### config.mk
export PLATFORM = sky130hd
export DESIGN_NAME = clk_gate_sched
export DESIGN_NICKNAME = d
export VERILOG_FILES = /design/src/rtl/clk_gate_sched.sv
export SDC_FILE = /design/constraint.sdc
export NUM_CORES = 1
export LEC_CHECK = 0
export CAP_MARGIN = 30
export CORE_ASPECT_RATIO = 0.75
export CORE_UTILIZATION = 60
export CTS_BUF_LIST = sky130_fd_sc_hd__clkbuf_4 sky130_fd_sc_hd__clkbuf_8 sky130_fd_sc_hd__clkbuf_16
export CTS_CLUSTER_SIZE = 28
export DETAILED_ROUTE_END_ITERATION = 12
export PLACE_DENSITY = 0.9
export SYNTH_ARGS = -nofsm -noshare
export SYNTH_HDL_FRONTEND = slang
export SYNTH_SLANG_ARGS = --single-unit
### constraint.sdc
create_clock -name CK -period 4 [get_ports CK]
set_input_delay 0.4 -clock CK [delete_from_list [all_inputs] [get_ports CK]]
set_output_delay 0.4 -clock CK [all_outputs]
set_load 0.01 [all_outputs]
### src/rtl/clk_gate_sched.sv
// clk_gate_sched: per-domain clock-gate enable FSMs with idle hysteresis and round-robin rate-limited wake
module clk_gate_sched #(
  parameter int N_DOM = 4,
  parameter int IDLE_CYCLES = 8,
  parameter int WAKE_LAT = 2
) (
  input  logic                         CK,
  input  logic                         RST,
  input  logic [N_DOM-1:0]             REQ,
  input  logic                         TEST,
  output logic [N_DOM-1:0]             E_OUT,
  output logic                         SE_OUT,
  output logic [N_DOM-1:0]             RDY,
  output logic [$clog2(N_DOM+1)-1:0]   ACTIVE_CNT
);
  localparam int PW = $clog2(N_DOM);
  localparam int CW = $clog2(N_DOM + 1);
  // The ON->IDLE edge is itself the first low sample, so IDLE only needs IDLE_CYCLES-1 more.
  localparam logic [7:0] ICNT_LD = 8'(IDLE_CYCLES > 1 ? IDLE_CYCLES - 2 : 0);
  localparam logic [3:0] WCNT_LD = 4'(WAKE_LAT - 1);
  typedef enum logic [1:0] {OFF, WAKE, ON, IDLE} st_t;
  st_t              r_st   [N_DOM];
  logic [3:0]       r_wcnt [N_DOM];
  logic [7:0]       r_icnt [N_DOM];
  logic [PW-1:0]    r_ptr, w_win, w_ptr_nxt;
  logic             w_any;
  logic [N_DOM-1:0] w_cand, w_gnt, w_e_nxt, w_rdy_nxt;
  logic [CW-1:0]    w_cnt;
  assign SE_OUT = TEST;
  for (genvar g = 0; g < N_DOM; g++) begin : g_dom
    assign w_cand[g]    = r_st[g] == OFF && REQ[g];
    assign w_e_nxt[g]   = r_st[g] == OFF  ? w_gnt[g] :
                          r_st[g] == IDLE ? REQ[g] || r_icnt[g] != '0 :
                          r_st[g] == ON   ? REQ[g] || IDLE_CYCLES > 1 : 1'b1;
    assign w_rdy_nxt[g] = r_st[g] == WAKE ? r_wcnt[g] == '0 :
                          r_st[g] == OFF  ? 1'b0 : w_e_nxt[g];
  end
  always_comb begin
    w_any = 1'b0;
    w_win = '0;
    for (int k = 0; k < N_DOM; k++) begin
      if (!w_any && w_cand[PW'((int'(r_ptr) + k) % N_DOM)]) begin
        w_any = 1'b1;
        w_win = PW'((int'(r_ptr) + k) % N_DOM);
      end
    end
    w_gnt     = w_any ? N_DOM'(1) << w_win : '0;
    w_ptr_nxt = w_win == PW'(N_DOM - 1) ? '0 : w_win + 1'b1;
  end
  always_comb begin
    w_cnt = '0;
    for (int i = 0; i < N_DOM; i++) w_cnt = w_cnt + CW'(w_e_nxt[i]);
  end
  always_ff @(posedge CK) begin
    if (RST) begin
      for (int i = 0; i < N_DOM; i++) begin
        r_st[i]   <= OFF;
        r_wcnt[i] <= '0;
        r_icnt[i] <= '0;
      end
      r_ptr      <= '0;
      E_OUT      <= '0;
      RDY        <= '0;
      ACTIVE_CNT <= '0;
    end else if (!TEST) begin
      for (int i = 0; i < N_DOM; i++) begin
        case (r_st[i])
          OFF: if (w_gnt[i]) begin
            r_st[i]   <= WAKE;
            r_wcnt[i] <= WCNT_LD;
          end
          WAKE: if (r_wcnt[i] == '0) r_st[i] <= ON;
                else r_wcnt[i] <= r_wcnt[i] - 4'd1;
          ON: if (!REQ[i]) begin
            r_st[i]   <= IDLE_CYCLES > 1 ? IDLE : OFF;
            r_icnt[i] <= ICNT_LD;
          end
          IDLE: if (REQ[i]) r_st[i] <= ON;
                else if (r_icnt[i] == '0) r_st[i] <= OFF;
                else r_icnt[i] <= r_icnt[i] - 8'd1;
        endcase
      end
      if (w_any) r_ptr <= w_ptr_nxt;
      E_OUT      <= w_e_nxt;
      RDY        <= w_rdy_nxt;
      ACTIVE_CNT <= w_cnt;
    end
  end
endmodule

==> impl_metrics.tcl <==
set metrics [dict create \
    status "finished, final reports clean" \
    synth_seq_cells 69 \
    track_usage 0.250 \
    layout_commonest_cell "nor2_1" \
    die_h_um 72.0 \
    clock_latency_ps 340 \
    synthArstFlopShare 0 \
    io_buffers 18 \
    via_per_inst 5.84 \
    initial_utilization 0.623 \
    crit_end "ACTIVE_CNT[1]" \
    place_ws_ps 16.9 \
    critPathMaxStageDelay_ps 530 \
    crit_path_start "REQ[2]" \
    clockBufferDepth 2 \
    switching_share 0.268 \
    coreArea_sq_mm 0.00629 \
    multi_input_area_sq_mm 0.00183 \
    die_area_sq_mm 0.00686 \
    finalSetupViolCount 0 \
    grt_pass1_vias 2761 \
    cp-start-kind "input port" \
    dpl.hpwl_um 5530 \
    critPathMaxFanout 6 \
    min_period_ps 3650 \
    r2r_end "ACTIVE_CNT[1]" \
    fin_crit_sh 0.913 \
    clockPowerShare 0.297 \
    timing.rr.start "r_st[2][0]" \
    first_iter_violations 239 \
    syn_to_final_growth_pct 11.0 \
    grt_overflow 0 \
    worstMarginPinSlew_ps 942 \
    fillers 439 \
    finalHoldViolCount 0 \
    synth_warnings 0 \
    ctsHtreeMaxLevel 3 \
    cp_data_required_time_ps 4230 \
    internal_power_mw 1.21 \
    dr_total_vias 2927 \
    seq_power_share 0.533 \
    min_path_type "flip-flop to flip-flop" \
    synth_cell_types 50 \
    clock-root-buffer "clkbuf_8" \
    nets 438 \
    synth_cells 394 \
    power_leakage_nw 1.59 \
    cts_made_buffers 9 \
    avgSynthCellArea_sq_um 9.94 \
    max_freq_mhz 274 \
    path_cells "clkdlybuf4s50_1 > nor3b_1 > buf_4 > nand3b_1 > o221a_2 > inv_1 > ha_1 > nor3b_1 > o41ai_1 > and2_1 > fa_1 > inv_1 > ha_1 > ha_1 > mux2i_1 > nor2_1" \
    setup_tns_ps 0 \
    cts_resized 0 \
    cts_setup_buffers 0 \
    net-switching-power_mw 0.444 \
    n_antenna_cell 0 \
    post_drt_wl_per_cell_um 15.1 \
    post-route-util 0.691 \
    boundaryPins 19 \
    layout-drive-gt1-share 0.0667 \
    cts_sinks 69 \
    setup.worst_path.end_class "flip-flop" \
    power_frac_comb 0.171 \
    final_cell_mix "nor2_1 (70), edfxtp_1 (56), nand2_1 (28)" \
    synth.cell_area_sq_mm 0.00392 \
    firstDrtPassIters 4 \
    path_buf_inv 4 \
    crit_path_top_delay_cell "fa_1" \
    place.gp.congestion 0.826 \
    setup_slack_ps 347 \
    grt_pass1_wl_um 13000 \
    worst-setup-path-type "input port to flip-flop" \
    grt_max_degree 25 \
    synth_edf_count 56 \
    clkTransAtPathRegs_ps 70 \
    cts_tree "done" \
    power_density_mw_per_mm2 381 \
    r2r_slack_ps 360 \
    placementRows 25 \
    cp_data_arrival_time_ps 3880 \
    rsz0062_at_grt "no" \
    worst_r2r_path_depth 15 \
    wirelength_um 7590 \
    finalInstanceArea_sq_mm 0.00435 \
    die_w_um 95.3 \
    ant_nets 0 \
    antenna_found_initial 0 \
    synth_ff_type "edfxtp_1" \
    placed_area_sq_mm 0.00418 \
    fin_worst_skew_ps 7.54 \
    seqCellArea_sq_mm 0.00194 \
    cp.depth 16 \
    path_common_cell "ha_1" \
    seq_area_frac_synth 0.496 \
    drv_cap 0 \
    drc_errors 0 \
    drv_slew 0 \
    relSlewSlack 0.370 \
    peakVddDrop_mv 0.289 \
    syn_nets 417 \
    critPathTopFamily "adder cells" \
    cts_hold_buf 0 \
]
==> synthesized netlist by cell type, types with 9 or more instances <==
library cell / n / area share
nor2_1: 70 / 0.067
edfxtp_1: 56 / 0.43
nand2_1: 28 / 0.027
xnor2_1: 22 / 0.049
inv_1: 20 / 0.019
o21ai_0: 19 / 0.024
ha_1: 15 / 0.048
dfxtp_1: 13 / 0.066
a21oi_1: 10 / 0.013
nand3_1: 10 / 0.013
nand3b_1: 10 / 0.019
xor2_1: 10 / 0.022
clkbuf_1: 9 / 0.0086
nor3_1: 9 / 0.012
==> cell type report <==
type	instances	share of cell area
flip-flops and latches	69	0.447
multi-input cells	290	0.421
inverters	20	0.0173
clock buffers	13	0.0354
well taps	81	0.0233
clock inverters	3	0.00317
repair buffers	25	0.0535
==> power by group through the flow <==
stage | logic, mW | clock network [mW] | registers (mW)
2_1_floorplan | 0.202 | 0 | 0.881
3_3_place_gp | 0.269 | 0 | 0.892
3_5_place_dp | 0.279 | 0 | 0.896
4_1_cts | 0.281 | 0.502 | 0.881
5_1_grt | 0.313 | 0.533 | 0.890
6_report | 0.283 | 0.491 | 0.882
==> registers in the layout (all words and copies together), names as in the netlist <==
signal      count
r_wcnt         16
RDY             4
r_st            8
E_OUT           4
ACTIVE_CNT      3
r_icnt         32
r_ptr           2
==> cell families (layout without fill, tap and decap cells) <==
group	Yosys count	after routing	share of synthesized area
and+or+nand+nor	176	176	0.227
DFF	69	69	0.496
AOI/OAI and AO/OA	61	61	0.102
buffers and inverters	35	61	0.0374
xor gates and xnor gates	32	32	0.0716
adders and majority gates	16	16	0.0530
muxes	5	5	0.0128
==> how the worst min path moves through the flow <==
| stage | start | end | cells after the start |
|---|---|---|---|
| after floorplan | E_OUT[1] | E_OUT[1] | 2 |
| after global placement | E_OUT[1] | E_OUT[1] | 2 |
| after detailed placement | E_OUT[1] | E_OUT[1] | 2 |
| after CTS | E_OUT[1] | E_OUT[1] | 2 |
| after global routing | E_OUT[1] | E_OUT[1] | 2 |
| final | E_OUT[1] | E_OUT[1] | 2 |
==> routing by layer <==
metal  part of all wire  GRT usage  wire length (um)  vias up
li1                   -          -                 -     1450
met1               0.48      0.355              3630     1390
met2               0.46      0.380              3470       79
met3              0.056     0.0755               428        8
met4             0.0090     0.0606                68        0
met5                  0          0                 0        -
==> per-stage QoR <==
| step | cells | hold slack, ps | total power, mW |
|---|---|---|---|
| finish | 501 | 473 | 1.66 |
| global route | 501 | 504 | 1.74 |
| global placement | 485 | 458 | 1.16 |
| detailed placement | 485 | 460 | 1.18 |
| floorplan | 394 | 483 | 1.08 |
| CTS | 501 | 475 | 1.66 |
==> worst register-to-register path: stages, from the launching register on <==
cell and delay, ps:
edfxtp_1 520, nor3b_1 390, buf_4 220, nand3b_1 80, o221a_2 160, inv_1 100
ha_1 150, nor3b_1 310, o41ai_1 190, and2_1 200, fa_1 530, inv_1 50
ha_1 190, ha_1 270, mux2i_1 130, nor2_1 60
Power figures use the tool's default switching activity.
